[src/rtl/sipo_pkg.sv]
// Shared types and helpers for the serial-in / parallel-out receive controller.
package sipo_pkg;

  typedef enum logic [1:0] {
    IDLE   = 2'd0,
    SHIFT  = 2'd1,
    PARITY = 2'd2,
    DONE   = 2'd3
  } state_t;

  function automatic int cnt_w(input int width);
    return $clog2(width);
  endfunction

endpackage

[src/rtl/sipo_bit_counter.sv]
// Counts accepted serial bits of one word; 'last' flags the final data bit.
module sipo_bit_counter #(
  parameter int WIDTH = 8
) (
  input  logic clk,
  input  logic rst_n,
  input  logic clr,
  input  logic en,
  output logic last
);
  import sipo_pkg::*;

  localparam int CW = cnt_w(WIDTH);

  logic [CW-1:0] cnt_q;
  logic [CW-1:0] cnt_d;

  // Saturates at WIDTH-1 so a power-of-two WIDTH cannot wrap inside a word.
  always_comb begin
    cnt_d = cnt_q;
    if (clr) begin
      cnt_d = '0;
    end else if (en && !last) begin
      cnt_d = cnt_q + CW'(1);
    end
  end

  always_ff @(posedge clk or negedge rst_n) begin
    if (!rst_n) begin
      cnt_q <= '0;
    end else begin
      cnt_q <= cnt_d;
    end
  end

  assign last = (cnt_q == CW'(WIDTH - 1));

endmodule

[src/rtl/sipo_controller.sv]
// Serial-to-parallel receiver: assembles WIDTH bits and offers them via valid/ready.
// Optional trailing even-parity bit and parity_err output with SIPO_PARITY_EN.
module sipo_controller #(
  parameter int WIDTH     = 8,
  parameter int MSB_FIRST = 1
) (
  input  logic             clk,
  input  logic             rst_n,
  input  logic             start,
  input  logic             sin,
  input  logic             sin_valid,
  output logic [WIDTH-1:0] pout,
  output logic             pout_valid,
  input  logic             pout_ready,
  output logic             busy
`ifdef SIPO_PARITY_EN
  ,
  output logic             parity_err
`endif
);
  import sipo_pkg::*;

  state_t           state_q;
  logic [WIDTH-1:0] sr_q;
  logic [WIDTH-1:0] sr_d;
  logic [WIDTH-1:0] pout_q;
  logic             pout_valid_q;
  logic             busy_q;
  logic             cnt_clr;
  logic             cnt_en;
  logic             cnt_last;
`ifdef SIPO_PARITY_EN
  logic             par_q;
  logic             parity_err_q;
`endif

  function automatic logic [WIDTH-1:0] shift_in(input logic [WIDTH-1:0] cur,
                                                input logic             b);
    if (MSB_FIRST != 0) begin
      return {cur[WIDTH-2:0], b};
    end else begin
      return {b, cur[WIDTH-1:1]};
    end
  endfunction

  assign sr_d    = shift_in(sr_q, sin);
  assign cnt_clr = (state_q == IDLE) && start;
  assign cnt_en  = (state_q == SHIFT) && sin_valid;

  sipo_bit_counter #(
    .WIDTH (WIDTH)
  ) u_cnt (
    .clk   (clk),
    .rst_n (rst_n),
    .clr   (cnt_clr),
    .en    (cnt_en),
    .last  (cnt_last)
  );

  // pout_q is a separate holding register so the consumer sees a stable word
  // while the next reception is already shifting into sr_q.
  always_ff @(posedge clk or negedge rst_n) begin
    if (!rst_n) begin
      state_q      <= IDLE;
      sr_q         <= '0;
      pout_q       <= '0;
      pout_valid_q <= 1'b0;
      busy_q       <= 1'b0;
`ifdef SIPO_PARITY_EN
      par_q        <= 1'b0;
      parity_err_q <= 1'b0;
`endif
    end else begin
      case (state_q)
        IDLE: begin
          if (start) begin
            state_q <= SHIFT;
            busy_q  <= 1'b1;
`ifdef SIPO_PARITY_EN
            par_q   <= 1'b0;
`endif
          end
        end
        SHIFT: begin
          if (sin_valid) begin
            sr_q <= sr_d;
`ifdef SIPO_PARITY_EN
            par_q <= par_q ^ sin;
            if (cnt_last) begin
              state_q <= PARITY;
            end
`else
            if (cnt_last) begin
              state_q      <= DONE;
              pout_q       <= sr_d;
              pout_valid_q <= 1'b1;
            end
`endif
          end
        end
`ifdef SIPO_PARITY_EN
        PARITY: begin
          if (sin_valid) begin
            state_q      <= DONE;
            pout_q       <= sr_q;
            pout_valid_q <= 1'b1;
            parity_err_q <= par_q ^ sin;
          end
        end
`endif
        DONE: begin
          if (pout_ready) begin
            state_q      <= IDLE;
            pout_valid_q <= 1'b0;
            busy_q       <= 1'b0;
          end
        end
        default: begin
          state_q      <= IDLE;
          pout_valid_q <= 1'b0;
          busy_q       <= 1'b0;
        end
      endcase
    end
  end

  assign pout       = pout_q;
  assign pout_valid = pout_valid_q;
  assign busy       = busy_q;
`ifdef SIPO_PARITY_EN
  assign parity_err = parity_err_q;
`endif

endmodule

[config.mk]
export PLATFORM = sky130hd
export DESIGN_NAME = sipo_controller
export DESIGN_NICKNAME = d
export VERILOG_FILES = /design/src/rtl/sipo_pkg.sv /design/src/rtl/sipo_bit_counter.sv /design/src/rtl/sipo_controller.sv
export SDC_FILE = /design/constraint.sdc
export NUM_CORES = 1
export LEC_CHECK = 0
export ABC_AREA = 1
export CORE_ASPECT_RATIO = 1.1
export CORE_UTILIZATION = 54
export CTS_CLUSTER_DIAMETER = 80
export CTS_CLUSTER_SIZE = 10
export DETAILED_ROUTE_END_ITERATION = 10
export PLACE_DENSITY = 0.92
export REMOVE_ABC_BUFFERS = 1
export SLEW_MARGIN = 10
export SYNTH_ARGS = -nofsm -noshare
export SYNTH_HDL_FRONTEND = slang
export SYNTH_SLANG_ARGS = --single-unit
[constraint.sdc]
create_clock -name clk -period 2.4 [get_ports clk]
set_input_delay 0.6 -clock clk [delete_from_list [all_inputs] [get_ports clk]]
set_output_delay 0.6 -clock clk [all_outputs]
set_load 0.02 [all_outputs]
# == Word-level counts from Yosys, hierarchy flattened ==
# Cells that the tools add are included.
# totals
register_bits,22
latchBits,0
ramBits,0
mem_bits_ro,0
output_inout_bits,10
n_memories,0
# op_classes
addsub,1
n_mul,0
n_div,0
n_lt_le_gt_ge,0
eq_ne,7
n_shift,0
n_mux,13
bitwise,2
n_reduce_logical,11
# op_table
op,count
two-way mux 2 bit,4
AND reduction 4 bit,2
two-way mux 3 bit,2
!= test 2 bit (second input constant),3
one-hot mux 1 bit (3 select lines),2
one-hot mux 2 bit (3 select lines),1
AND reduction 3 bit,2
two-way mux 1 bit,4
adder 3 x 1 -> 3 bit (second input constant),1
== test 3 bit (second input constant),1
logical AND 1 bit,3
== test 2 x 1 -> 1 bit (second input constant),1
== test 2 bit (second input constant),1
logical NOT 2 bit,1
!= test 2 x 1 -> 1 bit (second input constant),1
inverter 1 bit,2
AND reduction 2 bit,1
nonzero test 2 bit,1
logical NOT 1 bit,1

# == Logic depth before layout (Yosys ltp) ==
# Gate-level depths: netlist of the first run.
# depth
word_depth,5
ltp_mapped,7

# == Cells and area by module ==
# Synthesis of the first run repeated with hierarchy kept, for this count alone.
# unflattened
hier_cells,103
area_unflattened_um2,985.9
# by_module_without_submodules
module,n_inst,cells_each,area_each_um2,seq_area_each_um2
sipo_controller,1,83,810.8,475.5
sipo_bit_counter,1,20,175.2,75.1

# == Worst setup path after synthesis of the first run ==
# OpenSTA, ideal clock, no wires.
# synth_path
path_kind,register to register
startpoint,register u_cnt.cnt_q[0]
endpoint,register pout_valid_q (netlist: pout_valid)
arrival_time_ns,1.125
slack_ns,1.156
stages_incl_launch_ff,6
path_buffers,1
synth_period_minus_slack_ns,1.244
path_cell_list,dfrtp_1 -> ha_1 -> ha_1 -> nand2_4 -> buf_6 -> nand2_1
# synth_via
elab_chain_cells,3
# synth_lines
element,line_no,rtl
from (decl),sipo_bit_counter.sv:15,logic [CW-1:0] cnt_q;
from (signal assigned),sipo_bit_counter.sv:32,cnt_q <= cnt_d;
== test 3 bit,sipo_bit_counter.sv:36,assign last = (cnt_q == CW'(WIDTH - 1));
!= test 2 x 1 -> 1 bit (no line),-,
AND reduction 4 bit (no line),-,
to (signal assigned),sipo_controller.sv:67,pout_valid_q <= 1'b0;
to (signal assigned),sipo_controller.sv:96,pout_valid_q <= 1'b1;
to (signal assigned),sipo_controller.sv:114,pout_valid_q <= 1'b0;
to (decl),sipo_controller.sv:27,logic pout_valid_q;
# Every way passes these cells.
# A chain may end at the register's enable or synchronous reset.

# == Worst setup path in the final report of the first run ==
# layout_path
startpoint,register pout_q[3] (netlist: pout[3])
endpoint,output pout[3]
# layout_lines
element,line_no,rtl
from (decl),sipo_controller.sv:26,logic [WIDTH-1:0] pout_q;
from (signal assigned),sipo_controller.sv:95,pout_q <= sr_d;
to (decl),sipo_controller.sv:12,"output logic [WIDTH-1:0] pout,"
# No word-level cell between the ends.

==> impl_results.md, run 1 <==
- Status: finished, final reports clean
- Rel. slew slack: 0.821
- Clock Sink Count: 22
- Longest Clk Path Bufs: 2
- Clk_skew: approximately 0.0043 ns
- PD cells: about 1200 nW/µm²
- Final worst setup slack: about 0.51 ns
- CTS root buffer: clkbuf_4
- Share of layout cells above drive strength 1: 0.132
- Top cells by area, synth: dfrtp_1 58%, nand2_1 12%, o21ai_2 6.5%, inv_1 4.8%, o21ai_0 4.2%
- GPL Wtd Cong: around 0.76
- # fillers: around 120
- Worst path bufs/invs: 1
- CTS resizes: 0
- Worst reg2reg endpoint: u_cnt.cnt_q[2]
- CTS tree: yes
- Top Ports: 16
- Critical path origin: pout[3]
- Post-Synthesis Cells: 96
- Clock-pin transition on the worst setup and hold timing paths: approximately 0.11 ns
- CP cell instances: clkdlybuf4s50_1
- Measured slew at the worst slew-check pin: about 0.27 ns
- Worst hold stages: 2
- CTS Buf Count: 3
- Register area share after synthesis: 0.583
- Global-route wire length before repair: between 2000 and 3000 µm
- Crit end category: output port
- Antenna violation net count after detailed routing: 0
- Final number of setup-violating endpoints: 0
- Crit-path slowest cell: clkdlybuf4s50_1
- RSZ-0062 raised after global routing: false
- Largest net degree at the start of global routing: 23
- Hold path start: busy
- Sw frac: 0.371
- Drt pass-1 iters: 4
- Std-Cell Rows: 15
- Clock power frac: 0.143
- HP Class: reg2reg
- DP HPWL: roughly 1100 µm
- Reg2Reg Setup Slack: 1.07 ns
- Starting DRC count in detailed routing: 19
- Reg power frac: 0.453
- Worst skew pair latency: roughly 0.3 ns
- Final net count: between 100 and 150
- Vias/cell: approximately 5
- Die footprint: roughly 1900 µm²
- GR Overflow Total: 0
- H-Tree Depth: 1
- Critical Path RT: about 1.8 ns
- Flops & latches, synth: 22
- Number of remaining DRC errors: 0
- Final hold slack: slightly below 0.5 ns
- Crit-path max FO: 2
- Ant diodes: 0
- Maximum VDD drop: approximately 0.74 mV
- Worst-case reg-to-reg path depth: 7
- CP peak stage delay: 0.60 ns
- # Max-Cap Violations: 0
- I/O Buffers: 15
- Logic pwr share: 0.404
- WL per Instance: roughly 12 µm
- Lkg Pwr: between 0.5 and 0.6 nW
- Area leader, netlist: dfrtp_1
- Synth top area share: 0.583
- # hold bufs at CTS: 0
- Antenna violations before repair: 0
- Slew Limit Fails: 0
- Final Cycle Share: 0.786
- GRT Util Overall: 0.188
- Synth unique cells: 16
- Vias in the first global route: 609
- Starting Density: 0.592
- Crit path max-delay family: buffers and inverters
- CP startpoint kind: flop
- P_sw: between 0.5 and 0.6 mW
- Final WL: 1530 µm
- WHS Endpoint: busy
- Post-CTS Setup Repair Bufs: 0
- Core area: roughly 1600 µm²
- Worst Path Arrival: 1.29 ns
- Placed Instances: approximately 130
- Cell Area, Synth: approximately 940 µm²
- Die width: approximately 42 µm
- Internal Power: ~0.86 mW
- Final Non-Filler Cells: 131
- Setup_tns: 0 ns
- Post-Place Setup Slack: 0.517 ns
- Final Hold Fails: 0
- Reg-to-reg startpoint: u_cnt.cnt_q[0]
- Yosys warning total: 0
- Max Freq: between 500 and 600 MHz
- Via count: about 670
- Crit path kind: reg2out
- Die Ht: 45.9 µm
- Post-layout min period: 1.89 ns
- Avg Inst Size Synth: 9.84 µm²
- Area growth syn-to-layout: 21.1%
[per-stage QoR]
| step | power (mW) | area, µm² | util |
|---|---|---|---|
| finish | 1.36 | 1140 | 0.717 |
| global route | 1.47 | 1140 | 0.717 |
| CTS | 1.38 | 1140 | 0.717 |
| detailed placement | 1.18 | 1110 | 0.694 |
| global placement | 1.15 | 1110 | 0.694 |
| floorplan | 0.961 | 928 | - |
[sequential cells by signal (all words and copies together) (netlist names)]
register and cells:
pout 8, busy 1, u_cnt.cnt_q 3, pout_valid 1, sr_q 7, state_q 2
[per-layer routing]
layer / routed length, µm / global-route usage / vias to the layer above
met3: 63 / 0.0278 / 5
met4: 30 / 0.0968 / 0
met5: 0 / 0 / -
met2: 739 / 0.322 / 17
met1: 695 / 0.235 / 312
li1: - / - / 340
[final cells by class]
class                   instances  area (µm²)  area share
clock buffers                   4        36.3      0.0317
inverters                      13        51.3      0.0449
multi-input cells              59         327       0.286
flip-flops and latches         22         551       0.481
well taps                      17        21.3      0.0186
repair buffers                 16         158       0.138
[power groups by stage]
stage	Sequential [mW]	Clock [mW]	Combinational, mW
floorplan	0.692	0	0.269
global placement	0.616	0	0.537
detailed placement	0.624	0	0.555
CTS	0.618	0.202	0.559
global route	0.638	0.216	0.616
finish	0.617	0.195	0.550
[cell usage after synthesis, drive strengths merged]
library cell	number
dfrtp	22
a21o	1
nand3	6
buf	2
inv	13
nand3b	2
o21ai	15
nand2	31
nor2	1
ha	2
a22oi	1
[worst max-delay path by stage]
stage                  to  slack [ns]  depth (start not counted)
2_1_floorplan  pout_valid        1.19                          6
3_3_place_gp      pout[6]        0.58                          6
3_5_place_dp      pout[0]        0.52                          6
4_1_cts           pout[3]        0.50                          1
5_1_grt           pout[0]        0.47                          1
6_report          pout[3]        0.51                          1
[layout by cell type (no fill, tap or decap)]
cell / count
a21o_1: 1
a22oi_1: 1
buf_4: 1
clkbuf_4: 3
clkbuf_8: 1
clkdlybuf4s50_1: 15
dfrtp_1: 22
ha_1: 2
inv_1: 12
inv_4: 1
nand2_1: 30
nand2_4: 1
nand3_1: 5
nand3_4: 1
nand3b_1: 2
nor2_1: 1
o21ai_0: 8
o21ai_2: 7
[cell families (layout without fill, tap and decap cells)]
group           Yosys count  in the layout  synth area share
simple gates             40             40             0.196
buf+inv                  15             33            0.0715
flops                    22             22             0.583
compound gates           17             17             0.123
fa+ha+maj                 2              2            0.0265
Note: power is estimated with default switching activity, not from simulation.
==> run 2: changes to the inputs <==
Settings changed: CORE_UTILIZATION 54 to 45, PLACE_DENSITY 0.92 to 0.83.
Clock period 2.4 ns to 1.72 ns, I/O delays scaled along.
==> run 2 against run 1 <==
Compared with the run above: sequential share of layout area shrank 0.67 points; flip-flop and latch count unchanged; largest cell class unchanged; critical path type unchanged; global-route usage decreased by 0.53 points; via count up 0.89%; non-clock buffer count rose by 1; critical path depth stayed put; die area is 19% higher; cell area increased by 1.4%; first-iteration DRC count is 37% lower.
==> impl_results.md, run 2 (synthesis results as in run 1) <==
- Worst Path Arrival: 1.04 ns (was 1.29 ns)
- Clock Sink Count: 22 (unchanged)
- Top Ports: 16 (unchanged)
- CTS root buffer: clkbuf_4 (unchanged)
- CP cell instances: dlygate4sd2_1 (was clkdlybuf4s50_1)
- Number of remaining DRC errors: 0 (unchanged)
- Critical Path RT: 1.29 ns (was 1.80 ns)
- CTS Buf Count: 3 (unchanged)
- Setup_tns: 0 ns (unchanged)
- GRT Util Overall: 0.182 (was 0.188)
- Antenna violations before repair: 0 (unchanged)
- CTS tree: yes (unchanged)
- HP Class: in2async (was reg2reg)
- Crit path kind: reg2out (unchanged)
- PD cells: 1610 nW/µm² (was 1190 nW/µm²)
- Post-Place Setup Slack: 0.127 ns (was 0.517 ns)
- Final worst setup slack: 0.253 ns (was 0.512 ns)
- Starting Density: 0.472 (was 0.592)
- Longest Clk Path Bufs: 2 (unchanged)
- Maximum VDD drop: 0.849 mV (was 0.741 mV)
- Global-route wire length before repair: 3020 µm (was 2650 µm)
- RSZ-0062 raised after global routing: false (unchanged)
- # fillers: 197 (was 121)
- CP startpoint kind: flop (unchanged)
- H-Tree Depth: 1 (unchanged)
- I/O Buffers: 15 (unchanged)
- Clock-pin transition on the worst setup and hold timing paths: 0.12 ns (was 0.11 ns)
- Crit path max-delay family: flip-flops (was buffers and inverters)
- Largest net degree at the start of global routing: 23 (unchanged)
- GPL Wtd Cong: 0.683 (was 0.764)
- GR Overflow Total: 0 (unchanged)
- Std-Cell Rows: 17 (was 15)
- Die Ht: 50.1 µm (was 45.9 µm)
- Slew Limit Fails: 0 (unchanged)
- Die width: 45.7 µm (was 41.9 µm)
- Final Non-Filler Cells: 143 (was 131)
- Worst-case reg-to-reg path depth: 7 (unchanged)
- Share of layout cells above drive strength 1: 0.139 (was 0.132)
- Final net count: 124 (was 123)
- Die footprint: 2290 µm² (was 1920 µm²)
- Rel. slew slack: 0.818 (was 0.821)
- # Max-Cap Violations: 0 (unchanged)
- Ant diodes: 0 (unchanged)
- Stages on the worst setup path: 1 (unchanged)
- Crit-path slowest cell: dfrtp_1 (was clkdlybuf4s50_1)
- Vias/cell: 4.76 (was 5.15)
- Lkg Pwr: 0.644 nW (was 0.581 nW)
- Clk_skew: 0.00321 ns (was 0.00431 ns)
- Status: finished, final reports clean (unchanged)
- Placed Instances: 139 (was 127)
- CP peak stage delay: 0.41 ns (was 0.60 ns)
- Most frequent cells in the layout: 30 x nand2_1, 22 x dfrtp_1, 12 x inv_1 (was 30 x nand2_1, 22 x dfrtp_1, 15 x clkdlybuf4s50_1)
- Final number of setup-violating endpoints: 0 (unchanged)
- Via count: 680 (was 674)
- Drt pass-1 iters: 4 (unchanged)
- Area growth syn-to-layout: 22.8% (was 21.1%)
- Post-CTS Setup Repair Bufs: 0 (unchanged)
- Max FFs per register: 8 (unchanged)
- Measured slew at the worst slew-check pin: 0.273 ns (was 0.269 ns)
- WL per Instance: 11.7 µm (about the same)
- Crit end category: output port (unchanged)
- Worst skew pair latency: 0.30 ns (about the same)
- Final Cycle Share: 0.853
- Final WL: 1670 µm (was 1530 µm)
- Crit-path max FO: 2 (unchanged)
- Antenna violation net count after detailed routing: 0 (unchanged)
- Final core utilization: 0.580 (was 0.717)
- Vias in the first global route: 704 (was 609)
- Core area: 2000 µm² (was 1600 µm²)
- Worst path bufs/invs: 1 (unchanged)
- Max Freq: 682 MHz
- Starting DRC count in detailed routing: 12 (was 19)
- Final Hold Fails: 0 (unchanged)
- Post-layout min period: between 1 and 1.5 ns
- Commonest non-fill, non-tap cell in the layout: nand2_1 (unchanged)
- DP HPWL: 1230 µm (was 1130 µm)
[run 2: cell count changes in the layout (fill, tap and decap cells not counted)]
cell / delta
dlymetal6s2s_1: +2
dlygate4sd2_1: +8
buf_4: +1
clkdlybuf4s50_1: -10
[run 2: cell type report]
| type | instances | area (µm²) | share of cell area |
|---|---|---|---|
| Sequential cell | 22 | 551 | 0.475 |
| Tap cell | 28 | 35.0 | 0.0302 |
| Clock buffer | 4 | 36.3 | 0.0313 |
| Inverter | 13 | 51.3 | 0.0442 |
| Multi-Input combinational cell | 59 | 327 | 0.282 |
| Timing Repair Buffer | 17 | 160 | 0.138 |
[run 2: path summary, 6_finish.rpt]
| check | startpoint | slack, ns | end |
|---|---|---|---|
| max | pout[1] | 0.25 | pout[1] |
| max in group asynchronous | rst_n | 1.04 | pout[6] |
| max reg2reg | u_cnt.cnt_q[0] | 0.36 | u_cnt.cnt_q[0] |
| min reg2reg | pout_valid | 0.48 | pout_valid |
| min in group clk | pout_valid | 0.48 | pout_valid |
| min | rst_n | 0.46 | state_q[0] |
[run 2: report_power, final]
| part | switching (mW) | internal, mW |
|---|---|---|
| combinational | 0.433 | 0.287 |
| sequential | 0.133 | 0.730 |
| clock | 0.153 | 0.129 |
[run 2: timing repair]
item | in CTS | in global routing
gates cloned | 0 | 0
hold buffers | 0 | 0
setup endpoints to repair | 8 | 2
pin swaps | 0 | 0
gates resized for setup | 8 | 2
[run 2: per-stage QoR]
stage | power (mW) | hold WS (ns) | cell area [µm²]
6_report | 1.86 | 0.460 | 1160
5_1_grt | 2.03 | 0.472 | 1160
4_1_cts | 1.90 | 0.467 | 1150
3_5_place_dp | 1.67 | 0.471 | 1130
3_3_place_gp | 1.62 | 0.457 | 1130
2_1_floorplan | 1.34 | 0.134 | 928
[run 2: per-layer routing]
| layer | up-vias | share of wire | track usage |
|---|---|---|---|
| met5 | - | 0 | 0 |
| met4 | 0 | 0.023 | 0.0909 |
| met3 | 4 | 0.025 | 0.0220 |
| met2 | 13 | 0.49 | 0.290 |
| met1 | 323 | 0.46 | 0.237 |
| li1 | 340 | - | - |
==> run 3: changes to the inputs <==
Settings changed: SLEW_MARGIN 10 to 5.
==> results of run 3 <==
The final DEF is identical to that of run 2; final timing and power are the same.
